===== src/rtl/seven_seg_scan_ctrl.sv =====
// Time-multiplexed scan controller for a common-cathode seven-segment display.
// Drives a shared BCD decoder plus one-hot digit enables with blanking, double buffering and leading-zero blanking.
module seven_seg_scan_ctrl #(
    parameter int NUM_DIGITS   = 4,
    parameter int REFRESH_DIV  = 50000,
    parameter int BLANK_CYCLES = 500
) (
    input  logic                    clk,
    input  logic                    rst_n,
    input  logic                    en,
    input  logic                    lzb,
    input  logic [4*NUM_DIGITS-1:0] value_in,
    input  logic                    load,
    output logic [3:0]              bcd,
    output logic [NUM_DIGITS-1:0]   digit_en,
    output logic                    frame_done,
    output logic                    pending
);

    localparam int CNT_W = (REFRESH_DIV > 1) ? $clog2(REFRESH_DIV) : 1;
    localparam int IDX_W = (NUM_DIGITS > 1) ? $clog2(NUM_DIGITS) : 1;
    localparam logic [CNT_W-1:0] CNT_LAST = CNT_W'(REFRESH_DIV - 1);
    localparam logic [CNT_W-1:0] CNT_SHOW = CNT_W'(BLANK_CYCLES);
    localparam logic [IDX_W-1:0] IDX_LAST = IDX_W'(NUM_DIGITS - 1);

    typedef enum logic {BLANK, SHOW} state_t;

    state_t                  state, next_state;
    logic [CNT_W-1:0]        cnt, next_cnt;
    logic [IDX_W-1:0]        idx, next_idx;
    logic [4*NUM_DIGITS-1:0] disp, next_disp, pend_buf;
    logic [3:0]              next_bcd;
    logic [NUM_DIGITS-1:0]   next_digit_en;
    logic                    next_frame_done;
    logic                    blank_slot, blank_now;
    logic                    transfer;
    logic [NUM_DIGITS-1:0]   lead_zero;

    // lead_zero[k]: digit k and every higher digit of the display buffer are zero
    always_comb begin : lz_scan
        logic zero_run;
        zero_run  = 1'b1;
        lead_zero = '0;
        for (int k = NUM_DIGITS - 1; k >= 0; k--) begin
            zero_run     = zero_run && (disp[4*k +: 4] == 4'd0);
            lead_zero[k] = zero_run;
        end
    end

    always_comb begin
        // The display buffer only swaps at a frame boundary, or any time the display is dark
        transfer        = pending && (frame_done || !en);
        next_disp       = transfer ? pend_buf : disp;
        next_state      = state;
        next_cnt        = cnt;
        next_idx        = idx;
        next_bcd        = bcd;
        next_digit_en   = '0;
        next_frame_done = 1'b0;
        blank_now       = blank_slot;

        if (!en) begin
            next_state = BLANK;
            next_cnt   = '0;
            next_idx   = '0;
        end else begin
            if (cnt == CNT_LAST) begin
                next_cnt = '0;
                next_idx = (idx == IDX_LAST) ? '0 : idx + 1'b1;
            end else begin
                next_cnt = cnt + 1'b1;
            end
            next_state = (next_cnt < CNT_SHOW) ? BLANK : SHOW;

            case (state)
                BLANK: begin
                    if (cnt == '0)
                        next_bcd = next_disp[4*idx +: 4];
                end
                SHOW: begin
                    if (cnt == CNT_SHOW)
                        blank_now = lzb && (idx != '0) && lead_zero[idx];
                    if (!blank_now)
                        next_digit_en[idx] = 1'b1;
                    next_frame_done = (cnt == CNT_LAST) && (idx == IDX_LAST);
                end
                default: ;
            endcase
        end
    end

    always_ff @(posedge clk) begin
        if (!rst_n) begin
            state      <= BLANK;
            cnt        <= '0;
            idx        <= '0;
            disp       <= '0;
            pend_buf   <= '0;
            pending    <= 1'b0;
            blank_slot <= 1'b0;
            bcd        <= '0;
            digit_en   <= '0;
            frame_done <= 1'b0;
        end else begin
            state      <= next_state;
            cnt        <= next_cnt;
            idx        <= next_idx;
            disp       <= next_disp;
            if (load)
                pend_buf <= value_in;
            pending    <= load || (pending && !transfer);
            blank_slot <= blank_now;
            bcd        <= next_bcd;
            digit_en   <= next_digit_en;
            frame_done <= next_frame_done;
        end
    end

endmodule


===== config.mk =====
export PLATFORM = sky130hd
export DESIGN_NAME = seven_seg_scan_ctrl
export DESIGN_NICKNAME = d
export VERILOG_FILES = /design/src/rtl/seven_seg_scan_ctrl.sv
export SDC_FILE = /design/constraint.sdc
export NUM_CORES = 1
export LEC_CHECK = 0
export ABC_CLOCK_PERIOD_IN_PS = 2800
export CAP_MARGIN = 20
export CORE_ASPECT_RATIO = 1.2
export CORE_UTILIZATION = 52
export CTS_BUF_LIST = sky130_fd_sc_hd__clkbuf_4
export DETAILED_ROUTE_END_ITERATION = 10
export PLACE_DENSITY = 0.77
export RECOVER_POWER = 50
export SLEW_MARGIN = 20
export SYNTH_ARGS = -nofsm -noshare
export SYNTH_HDL_FRONTEND = slang
export SYNTH_SLANG_ARGS = --single-unit

===== constraint.sdc =====
create_clock -name clk -period 2.8 [get_ports clk]
set_clock_uncertainty 0.2 [all_clocks]
set_input_delay 0.56 -clock clk [delete_from_list [all_inputs] [get_ports clk]]
set_output_delay 0.56 -clock clk [all_outputs]
set_load 0.01 [all_outputs]

# Yosys cells after proc, flatten, opt, wreduce, memory -nomap -nowiden
# Index checks and enable logic that the tools add are counted.
[op_classes]
add_sub_neg = 2
magnitude_cmp = 3
n_eq_ne = 3
shifts = 1
muxes = 12
n_bitwise = 3
n_reduce_logical = 24
[op_table]
columns = ["cell", "count"]
rows = [
  ["$mux 16", 3],
  ["$add 16x1->16 const B", 1],
  ["$eq 16x16->1 const B", 1],
  ["$eq 16x9->1 const B", 1],
  ["$logic_not 16->1", 1],
  ["$logic_not 4->1", 4],
  ["$lt 16x9->1 const B", 1],
  ["$shiftx 16x5->4", 1],
  ["$logic_and 1x1->1", 9],
  ["$mux 1", 6],
  ["$reduce_and 3->1", 2],
  ["$reduce_and 2->1", 2],
  ["$reduce_or 4->1", 1],
  ["$lt 2x3->1 const B", 1],
  ["$not 1->1", 3],
  ["$add 2x1->2 const B", 1],
  ["$bmux 1 s2", 1],
  ["$demux 1 s2", 1],
  ["$eq 2x2->1 const B", 1],
  ["$ge 2x1->1 const B", 1],
  ["$logic_not 1->1", 2],
  ["$logic_or 1x1->1", 2],
  ["$mux 2", 1],
  ["$reduce_bool 2->1", 1],
]
[totals]
ff_bits = 62
in_bits = 21
out_inout_bits = 10
word_cells = 58

# Depth between registers and ports, before layout
[depth]
depth_word = 11
depth_mapped = 8
depth_no_buf = 6

# Worst setup path after synthesis
# No wires, ideal clock.
[synth_timing]
kind = "flip-flop to flip-flop"
startpoint = "reg cnt[10]"
endpoint = "reg idx[0]"
setup_ps = 67
t_arrival_ps = 2425
t_required_ps = 2533
slack_ps = 108
stages_incl_launch_ff = 8
n_path_buf = 2
synth_period_minus_slack_ps = 2692
path_cell_list = "dfxtp_1 -> buf_6 -> or4_4 -> or4_1 -> or4_1 -> buf_2 -> or3_1 -> a21oi_2"
[synth_via]
elab_chain_len = 1
[synth_lines]
columns = ["element", "line_no", "rtl"]
rows = [
  ["from (decl)", "29", "logic [CNT_W-1:0] cnt, next_cnt;"],
  ["from (signal assigned)", "106", "cnt <= next_cnt;"],
  ["$eq 16x16->1", "67", "if (cnt == CNT_LAST) begin"],
  ["to (signal assigned)", "107", "idx <= next_idx;"],
  ["to (decl)", "30", "logic [IDX_W-1:0] idx, next_idx;"],
]
# No other way between the ends.
# A chain may end at the register's enable or synchronous reset.

# Worst setup path after layout
[layout_timing]
startpoint = "reg cnt[12]"
endpoint = "reg idx[0]"
# The elaborated chain is that of the path after synthesis.

==> run summary <==
The count of maximum capacitance violations came out at 0. The critical path is of the register to register type. The filler cell count is 394.

The number of sinks handled by clock tree synthesis came out at 62. The total nets after synthesis is 318. The number of setup buffers added after CTS is 0. The initial detailed-routing violation count is 150.

For this design the ratio of total power to cell area is 513 nW/um^2. The width of the die came out at 69.1 um. The number of placed cells counting well taps came out at 375. The TritonCTS clock tree is yes. The relative area change from synthesis to final layout is 19.4%. The run finished with clean final reports. The total number of placement rows is 28. The number of synthesized flops with an enable pin is 0.

The worst IR drop on VDD is 0.463 mV. Setup repair after global routing left no endpoint under its margin. The aggregate routed wire length came out at 5740 um. The total track usage is 22.4%. The setup TNS is 0 ps. The number of endpoints failing setup at the final stage is 0. The proportion of synthesized flip-flops having asynchronous set or reset is 0%. The first global-routing pass estimated 9870 um of wire. In this run the remaining antenna-violating nets after routing total 0. The largest driver fanout on the critical path came out at 6. Timing would allow up to 0.372 GHz.

The largest net degree at the start of global routing is 35. The number of vias per cell came out at 5.71. The placed standard-cell area came out at 3210 sq um. The overall power consumption is 1.72 mW.

The arrival time at the worst endpoint is 2830 ps. The final cell count without fillers came out at 390. The number of nets at the end of the flow came out at 353. After floorplanning, the core was sized to cover 5080 sq um. The total congestion overflow came out at 0. The setup slack of the critical path after layout is 115 ps. The number of hold buffers added after CTS came out at 0. Cells with a size suffix above 1 make up 11.5% of the layout. The synthesized area per cell is 9.66 sq um. The number of antenna diodes in the final layout is 0.

The number of global-route vias before repair came out at 2182. The longest clock path from root to sink contains 2 buffers. For this run, design rule violations remaining after detail routing come to 0. By instance count, the cell type seen most on the critical path is sky130_fd_sc_hd__or4_1. For this run, the slowest stage of the critical path takes 620 ps. The worst hold-check path type is register to register. The placed wire-length estimate after detailed placement came out at 4140 um. The height of the chip is 82.5 um.

The worst setup path is captured at a register. The number of buffers created by CTS is 9. The required time of the worst setup path is 2940 ps. The deepest level of the CTS H-tree is 3. The type of element launching the critical path is a register.

The detailed router placed 2227 vias in this run. The number of storage elements in the synthesis netlist came out at 62. The area enclosed by the die boundary is 5700 sq um. The average routed wire per standard cell is 14.7 um. At the pin with the least slew margin, the transition time is 701 ps. The worst pin sits at a relative slew slack of 53.3%. The part of the cycle the worst path needs came out at 95.9%.

The source-to-sink clock delay at the later pin of the worst-skew pair came out at 400 ps. The cell at the root of the clock tree is sky130_fd_sc_hd__clkbuf_4. The number of antenna violations at the first check in global routing came out at 0.

The Yosys warning count is 0. Timing analysis after detailed placement gives a worst setup slack of 143 ps. The final instance area is 3350 sq um. The hold violation count in the final report came out at 0.

The distinct cell type count of the synthesized netlist is 40. The synthesized area came out at 2810 sq um. The leakage power total is 1.39 nW. The count of mapped cells out of synthesis is 291. Walking the worst path, the cells encountered are or4_4 > or4_1 > or4_1 > or3_1 > a21oi_2.

The register clock-pin slew on the reported worst setup and hold paths came out at 110 ps. Buffers placed on the I/O ports in this run total 30. The I/O pin total came out at 31.

The slowest stage of the critical path is the sky130_fd_sc_hd__or4_1 cell. The final critical-path required period came out at 2680 ps. The starting density of the core is 55.3%. The total of cells resized after clock tree synthesis came out at 0. The total count of max-transition violations in the final report was 0. The number of iterations in the first detailed-routing pass came out at 4. Leaving out fill and tap cells, the most frequent cells in the layout are sky130_fd_sc_hd__dfxtp_1, sky130_fd_sc_hd__nor2_1, sky130_fd_sc_hd__mux2i_1.

The most instantiated flip-flop cell in the synthesis netlist is sky130_fd_sc_hd__dfxtp_1. The proportion of synthesized chip area in sequential cells is 44.2%. The most common library cell in the layout ignoring fill and taps is sky130_fd_sc_hd__dfxtp_1. The congestion estimate from routability-driven global placement came to 0.865.
## flip-flops by register name (all words and copies together) (netlist names)
register / count
bcd: 4
blank_slot: 1
cnt: 16
digit_en: 4
disp: 16
frame_done: 1
idx: 2
pend_buf: 16
pending: 1
state: 1
## critical path: cells and delay by family (launching register included)
family	cells	cell delay, ps
compound gates	1	140
simple gates	4	1910
flops	1	380
## report_power, final
group          internal, mW  total, mW  switching (mW)
sequential            0.906      0.926          0.0197
combinational        0.0768      0.136          0.0594
clock                 0.349      0.659           0.310
## cells by family after synthesis
kind of cell               after synthesis  share of synthesized area (%)
and+or+nand+nor                        108                           18.5
buffers and inverters                   28                           4.18
adders and majority gates                6                           2.67
xor gates and xnor gates                15                           4.68
DFF                                     62                           44.2
muxes                                   42                           18.5
AOI/OAI and AO/OA                       30                           7.26
## per-layer routing
metal | global-route usage, % | share of wire, %
met2 | 40.8 | 51
met4 | 14.7 | 3.8
met1 | 23.5 | 43
met5 | 0 | 0
met3 | 5.34 | 2.9
## final timing paths
kind            from  slack [ps]  cells past startpoint  endpoint
max          cnt[12]         120                      5    idx[0]
min reg2reg   cnt[0]         280                      1    cnt[0]
min           cnt[0]         280                      1    cnt[0]
max reg2reg  cnt[12]         120                      5    idx[0]
## per-stage QoR
step	hold slack [ps]	util [%]
detailed placement	263	63.2
global placement	256	63.2
floorplan	241	-
CTS	284	66.1
finish	278	66.0
global route	333	66.0
## Yosys cell counts, types with 2 or more instances
cell type	number	area, sq um
sky130_fd_sc_hd__nor3_1	3	15.0
sky130_fd_sc_hd__a21oi_1	3	15.0
sky130_fd_sc_hd__nand3_1	8	40.0
sky130_fd_sc_hd__and3_1	8	50.1
sky130_fd_sc_hd__o211ai_1	2	15.0
sky130_fd_sc_hd__xnor2_1	9	78.8
sky130_fd_sc_hd__and4_1	3	26.3
sky130_fd_sc_hd__o21ai_0	6	30.0
sky130_fd_sc_hd__clkbuf_1	12	45.0
sky130_fd_sc_hd__dfxtp_1	62	1240
sky130_fd_sc_hd__nor2_1	49	184
sky130_fd_sc_hd__nand2_1	17	63.8
sky130_fd_sc_hd__or4_1	3	22.5
sky130_fd_sc_hd__nand4_1	3	18.8
sky130_fd_sc_hd__xor2_1	6	52.6
sky130_fd_sc_hd__mux2i_1	34	340
sky130_fd_sc_hd__or3_1	3	18.8
sky130_fd_sc_hd__a31oi_1	7	43.8
sky130_fd_sc_hd__mux4_2	8	180
sky130_fd_sc_hd__inv_1	9	33.8
sky130_fd_sc_hd__buf_2	4	20.0
sky130_fd_sc_hd__a311oi_1	3	26.3
sky130_fd_sc_hd__nor4_1	7	43.8
sky130_fd_sc_hd__ha_1	6	75.1
## layout make-up
cell class                 instances  area, sq um  share of cell area (%)
inverter                          10         37.5                    1.12
clock inverter                     6         77.6                    2.31
multi-input combinational        201         1460                    43.4
tap                               60         75.1                    2.24
sequential                        62         1240                    37.0
timing repair buffer              42          400                    11.9
clock buffer                       9         67.6                    2.01
Note: power is estimated with default switching activity, not from simulation.
